`src/rtl/queue_pair_merge.sv`:
```
// Merges din0/din1 into one ordered stream: each pair is a complete din0 transaction, then a complete din1 transaction.
// Beats go through a 2-entry registered FIFO. The accepted-beat path never looks at dout_ready_i.
module queue_pair_merge #(
   parameter int W_DIN0 = 16,
   parameter int W_DIN1 = 16,
   parameter int W_CNT  = 16,
   localparam int WP     = ((W_DIN0 > W_DIN1) ? W_DIN0 : W_DIN1) - 1,
   localparam int W_DOUT = WP + 3
) (
   input  logic              clk,
   input  logic              rst,
   input  logic [W_DIN0-1:0] din0_data_i,
   input  logic              din0_valid_i,
   output logic              din0_ready_o,
   input  logic [W_DIN1-1:0] din1_data_i,
   input  logic              din1_valid_i,
   output logic              din1_ready_o,
   output logic [W_DOUT-1:0] dout_data_o,
   output logic              dout_valid_o,
   input  logic              dout_ready_i,
   output logic [W_CNT-1:0]  pair_cnt_o
);

   typedef enum logic {S0, S1} state_e;

   state_e              state_q, state_d;
   logic [W_DOUT-1:0]   head_q, head_d;
   logic [W_DOUT-1:0]   tail_q, tail_d;
   logic [1:0]          count_q, count_d;
   logic                valid_q, valid_d;
   logic [W_CNT-1:0]    pairCnt_q, pairCnt_d;

   logic                full;
   logic                accept0, accept1, push, pop, pushEot;
   logic                eot0, eot1;
   logic [W_DOUT-1:0]   pushWord;

   assign eot0 = din0_data_i[W_DIN0-1];
   assign eot1 = din1_data_i[W_DIN1-1];
   assign full = (count_q == 2'd2);

   // Ready comes only from registered state; it is held low while reset is applied.
   assign din0_ready_o = !rst && (state_q == S0) && !full;
   assign din1_ready_o = !rst && (state_q == S1) && !full;

   assign accept0 = din0_valid_i && din0_ready_o;
   assign accept1 = din1_valid_i && din1_ready_o;
   assign push    = accept0 || accept1;
   assign pop     = valid_q && dout_ready_i;
   assign pushEot = (state_q == S0) ? eot0 : eot1;

   // Entry layout: {pair_eot, eot, src, zero-extended payload}
   assign pushWord = (state_q == S0)
      ? {1'b0, eot0, 1'b0, WP'(din0_data_i[W_DIN0-2:0])}
      : {eot1, eot1, 1'b1, WP'(din1_data_i[W_DIN1-2:0])};

   always_comb begin
      state_d   = state_q;
      head_d    = head_q;
      tail_d    = tail_q;
      count_d   = count_q;
      pairCnt_d = pairCnt_q;

      if (push && pushEot) begin
         state_d = (state_q == S0) ? S1 : S0;
      end
      if (accept1 && eot1) begin
         pairCnt_d = pairCnt_q + W_CNT'(1);
      end

      // head_q is always the oldest entry, so dout is taken straight from a register.
      case (count_q)
         2'd0: begin
            if (push) begin
               head_d  = pushWord;
               count_d = 2'd1;
            end
         end
         2'd1: begin
            if (push && pop) begin
               head_d = pushWord;
            end else if (push) begin
               tail_d  = pushWord;
               count_d = 2'd2;
            end else if (pop) begin
               count_d = 2'd0;
            end
         end
         default: begin
            if (pop) begin
               head_d  = tail_q;
               count_d = 2'd1;
            end
         end
      endcase

      valid_d = (count_d != 2'd0);
   end

   always_ff @(posedge clk) begin
      if (rst) begin
         state_q   <= S0;
         head_q    <= '0;
         tail_q    <= '0;
         count_q   <= 2'd0;
         valid_q   <= 1'b0;
         pairCnt_q <= '0;
      end else begin
         state_q   <= state_d;
         head_q    <= head_d;
         tail_q    <= tail_d;
         count_q   <= count_d;
         valid_q   <= valid_d;
         pairCnt_q <= pairCnt_d;
      end
   end

   assign dout_data_o  = head_q;
   assign dout_valid_o = valid_q;
   assign pair_cnt_o   = pairCnt_q;

endmodule

```
`config.mk`:
```
export PLATFORM = sky130hd
export DESIGN_NAME = queue_pair_merge
export DESIGN_NICKNAME = d
export VERILOG_FILES = /design/src/rtl/queue_pair_merge.sv
export SDC_FILE = /design/constraint.sdc
export NUM_CORES = 1
export LEC_CHECK = 0
export BUFFER_PORTS_ARGS = -buffer_cell sky130_fd_sc_hd__clkbuf_2
export CORE_ASPECT_RATIO = 0.75
export CORE_MARGIN = 3
export CORE_UTILIZATION = 56
export DETAILED_ROUTE_END_ITERATION = 10
export PLACE_DENSITY_LB_ADDON = 0.3
export REMOVE_ABC_BUFFERS = 1
export SLEW_MARGIN = 25
export SYNTH_ARGS = -nofsm -noshare
export SYNTH_HDL_FRONTEND = slang
export SYNTH_SLANG_ARGS = --single-unit
```
`constraint.sdc`:
```
create_clock -name clk -period 5 [get_ports clk]
set_input_delay 0.75 -clock clk [delete_from_list [all_inputs] [get_ports clk]]
set_output_delay 0.75 -clock clk [all_outputs]
set_load 0.1 [all_outputs]
```
==> impl_metrics.env <==
export IMPL_status="complete, no violations"
export IMPL_hold_class="reg2reg"
export IMPL_synthTopCellsByArea="dfxtp_1 43%, mux2i_1 8.0%, a21oi_1 6.3%, o2111ai_1 5.3%, a211oi_1 4.9%"
export IMPL_syn_area_mm2=0.002628
export IMPL_htreeDepth=2
export IMPL_timing_rr_start="count_q[1]$_SDFF_PP0_"
export IMPL_whs_endpoint="dout_data_o[9]$_SDFFE_PP0P_"
export IMPL_wl_per_cell_um=15.54
export IMPL_fmax_mhz=335.1
export IMPL_fillers=357
export IMPL_cts_clk_slew_worst_paths_ps=90
export IMPL_critPathRequiredTime_ps=4250
export IMPL_synth_common_cells="56 x dfxtp_1, 33 x a21oi_1, 22 x nor2_1"
export IMPL_rows=20
export IMPL_clockBufferDepth=2
export IMPL_path_cells="clkbuf_2 > buf_4 > inv_1 > and3_1 > clkbuf_2"
export IMPL_ys_types=40
export IMPL_ctsHoldBuffers=0
export IMPL_synthFlopType="dfxtp_1"
export IMPL_critPathKind="in2out"
export IMPL_die_y_um=65.32
export IMPL_cellPowerDensity_mw_per_mm2=315.8
export IMPL_hold_viol_final=0
export IMPL_grt_max_degree=64
export IMPL_min_from="dout_data_o[9]$_SDFFE_PP0P_"
export IMPL_period_share=0.5969
export IMPL_dp_cells=405
export IMPL_dieArea_mm2=0.005558
export IMPL_relSlewSlack=0.3821
export IMPL_dp_hpwl_um=4256
export IMPL_grtUsageTotal=0.2380
export IMPL_slowest_delay_ps=500
export IMPL_worstPathMaxFanout=63
export IMPL_drt_pass1_iter_count=4
export IMPL_grt_pass1_vias=2484
export IMPL_yosys_warnings=0
export IMPL_die_w_um=85.10
export IMPL_regArea_mm2=0.001121
export IMPL_cpMaxStageDelayCell="buf_4"
export IMPL_grt_antenna_before_repair=0
export IMPL_worstHoldPathCells=2
export IMPL_grt_pass1_wl_um=10890
export IMPL_multiInputGateArea_mm2=0.001368
export IMPL_nets=395
export IMPL_synth_edf_count=0
export IMPL_synth_area_per_cell_um2=8.877
export IMPL_detail_route_antenna_nets=0
export IMPL_coreArea_mm2=0.004279
export IMPL_final_cell_count_no_fill=413
export IMPL_startpoint_type="input pin"
export IMPL_cpMostUsedCell="clkbuf_2"
export IMPL_dr_wl_met2_um=2919
export IMPL_synth_seq_cells=56
export IMPL_setup_viol=0
export IMPL_clock_latency_ps=310
export IMPL_crit_arrival_ps=2230
export IMPL_synth_top_area_frac=0.4267
export IMPL_post_synth_top_count_cell="dfxtp_1"
export IMPL_synthArstFlopShare=0
export IMPL_maxCapViolations=0
export IMPL_dr_wl_met3_um=370
export IMPL_worstMarginPinSlew_ps=921.2
export IMPL_antenna_cells=0
export IMPL_drive_above_1_share=0.2514
export IMPL_synth_seq_area_share=0.4267
export IMPL_drtIter0Drc=142
export IMPL_worstSetupStartpoint="rst"
export IMPL_rsz0062_at_grt="no"
export IMPL_io_pins=74
export IMPL_cts_buffers=5
export IMPL_drc=0
export IMPL_cts_root_buffer="clkbuf_8"
export IMPL_clock_sinks=56
export IMPL_post_cts_repair_setup_buffers=0
export IMPL_wl_um=6420
export IMPL_wl_met1_um=3017
export IMPL_vias=2519
export IMPL_period_needed_ps=2985
export IMPL_peakVddDrop_v=0.0002428
export IMPL_rr_worst_depth=5
export IMPL_p_leak_nw=1.152
export IMPL_top_layer="met4"
export IMPL_cts_resized_gates=0
export IMPL_endpoint_kind="output port"
export IMPL_layout_area_overhead_vs_synth_pct=16.81
export IMPL_fin_skew_ps=7.799
export IMPL_final_max_slew_viol_count=0
export IMPL_portBuffers=73
export IMPL_globalplace_congestion=0.8623
export IMPL_tns_ps=0
export IMPL_cts_tree="done"
export IMPL_synth_top_area_cell="dfxtp_1"
export IMPL_grt_overflow_total=0
export IMPL_rrSetupSlack_ps=2240
export IMPL_reg2reg_to="dout_data_o[1]$_SDFFE_PP0P_"
export IMPL_start_util=0.6140
export IMPL_viasPerCell=6.099
export IMPL_netlist_instances=296
layout make-up:
class,count,area share
well taps,55,0.02242
multi-input cells,212,0.4456
clock buffers,7,0.02813
inverters,4,0.004892
flip-flops and latches,56,0.3653
repair buffers,78,0.1313
clock inverters,1,0.002446
routing by layer:
layer / track usage / vias to the layer above
li1: - / 1243
met1: 0.3045 / 1185
met2: 0.3924 / 80
met3: 0.05013 / 11
met4: 0.09684 / 0
met5: 0 / -
worst max-delay path by stage:
stage	end	slack, ps	cells after the start
after floorplan	din0_ready_o	1440	1
after global placement	din1_ready_o	2070	5
after detailed placement	din1_ready_o	2030	5
after CTS	din1_ready_o	2040	5
after global routing	din1_ready_o	1920	5
final	din1_ready_o	2020	5
layout by cell type, fill, tap and decap left out, types with 2 or more instances in the layout:
cell / Yosys / routed
and3_1: 2 / 2
nand2_1: 21 / 21
nand4_1: 4 / 4
nor2_1: 22 / 22
clkbuf_2: 0 / 73
nor2b_1: 2 / 2
a211oi_1: 17 / 17
mux2i_1: 21 / 21
and4_1: 2 / 2
nor4_1: 3 / 3
o21a_1: 3 / 3
dfxtp_1: 56 / 56
or4_1: 6 / 6
clkbuf_8: 0 / 6
nand2b_1: 2 / 2
nor3_1: 5 / 5
o31ai_1: 6 / 6
a21oi_1: 33 / 33
o2111ai_1: 16 / 16
o21ai_1: 1 / 2
nand3_1: 8 / 8
o21ai_0: 21 / 20
or3_1: 3 / 3
xnor2_1: 2 / 2
buf_4: 1 / 5
inv_1: 3 / 3
metrics by stage:
step | hold WS (ps) | power [mW] | utilization | instance area, µm² | setup WS (ps)
floorplan | 442.2 | 0.6587 | - | 2504 | 1437
global placement | 460.7 | 0.7155 | 0.6953 | 2975 | 2068
detailed placement | 466.9 | 0.7207 | 0.6953 | 2975 | 2026
CTS | 479.0 | 0.9733 | 0.7173 | 3069 | 2040
global route | 502.5 | 1.012 | 0.7173 | 3069 | 1923
finish | 478.2 | 0.9691 | 0.7173 | 3069 | 2015
registers in the layout, indices dropped and copies added (netlist names):
register      cells
dout_data_o      18
dout_valid_o      1
tail_q           18
pair_cnt_o       16
count_q           2
state_q           1
worst max-delay path, delay by kind of cell:
family | cells | cell delay (ps)
buffers and inverters | 4 | 1200
and+or+nand+nor | 1 | 250
logic make-up after synthesis:
family,synth area share
AOI/OAI and AO/OA,0.2529
and+or+nand+nor,0.1686
DFF,0.4267
buffers and inverters,0.05286
muxes,0.08428
xor gates and xnor gates,0.01000
adders and majority gates,0.004761
power breakdown:
group          internal, mW  total, mW  switching [mW]  leakage (nW)
clock                 0.113      0.258           0.145        0.0445
combinational        0.0545      0.233           0.178         0.653
sequential            0.466      0.479          0.0128         0.455
total                 0.633      0.969           0.336          1.15
Power figures use the tool's default switching activity.
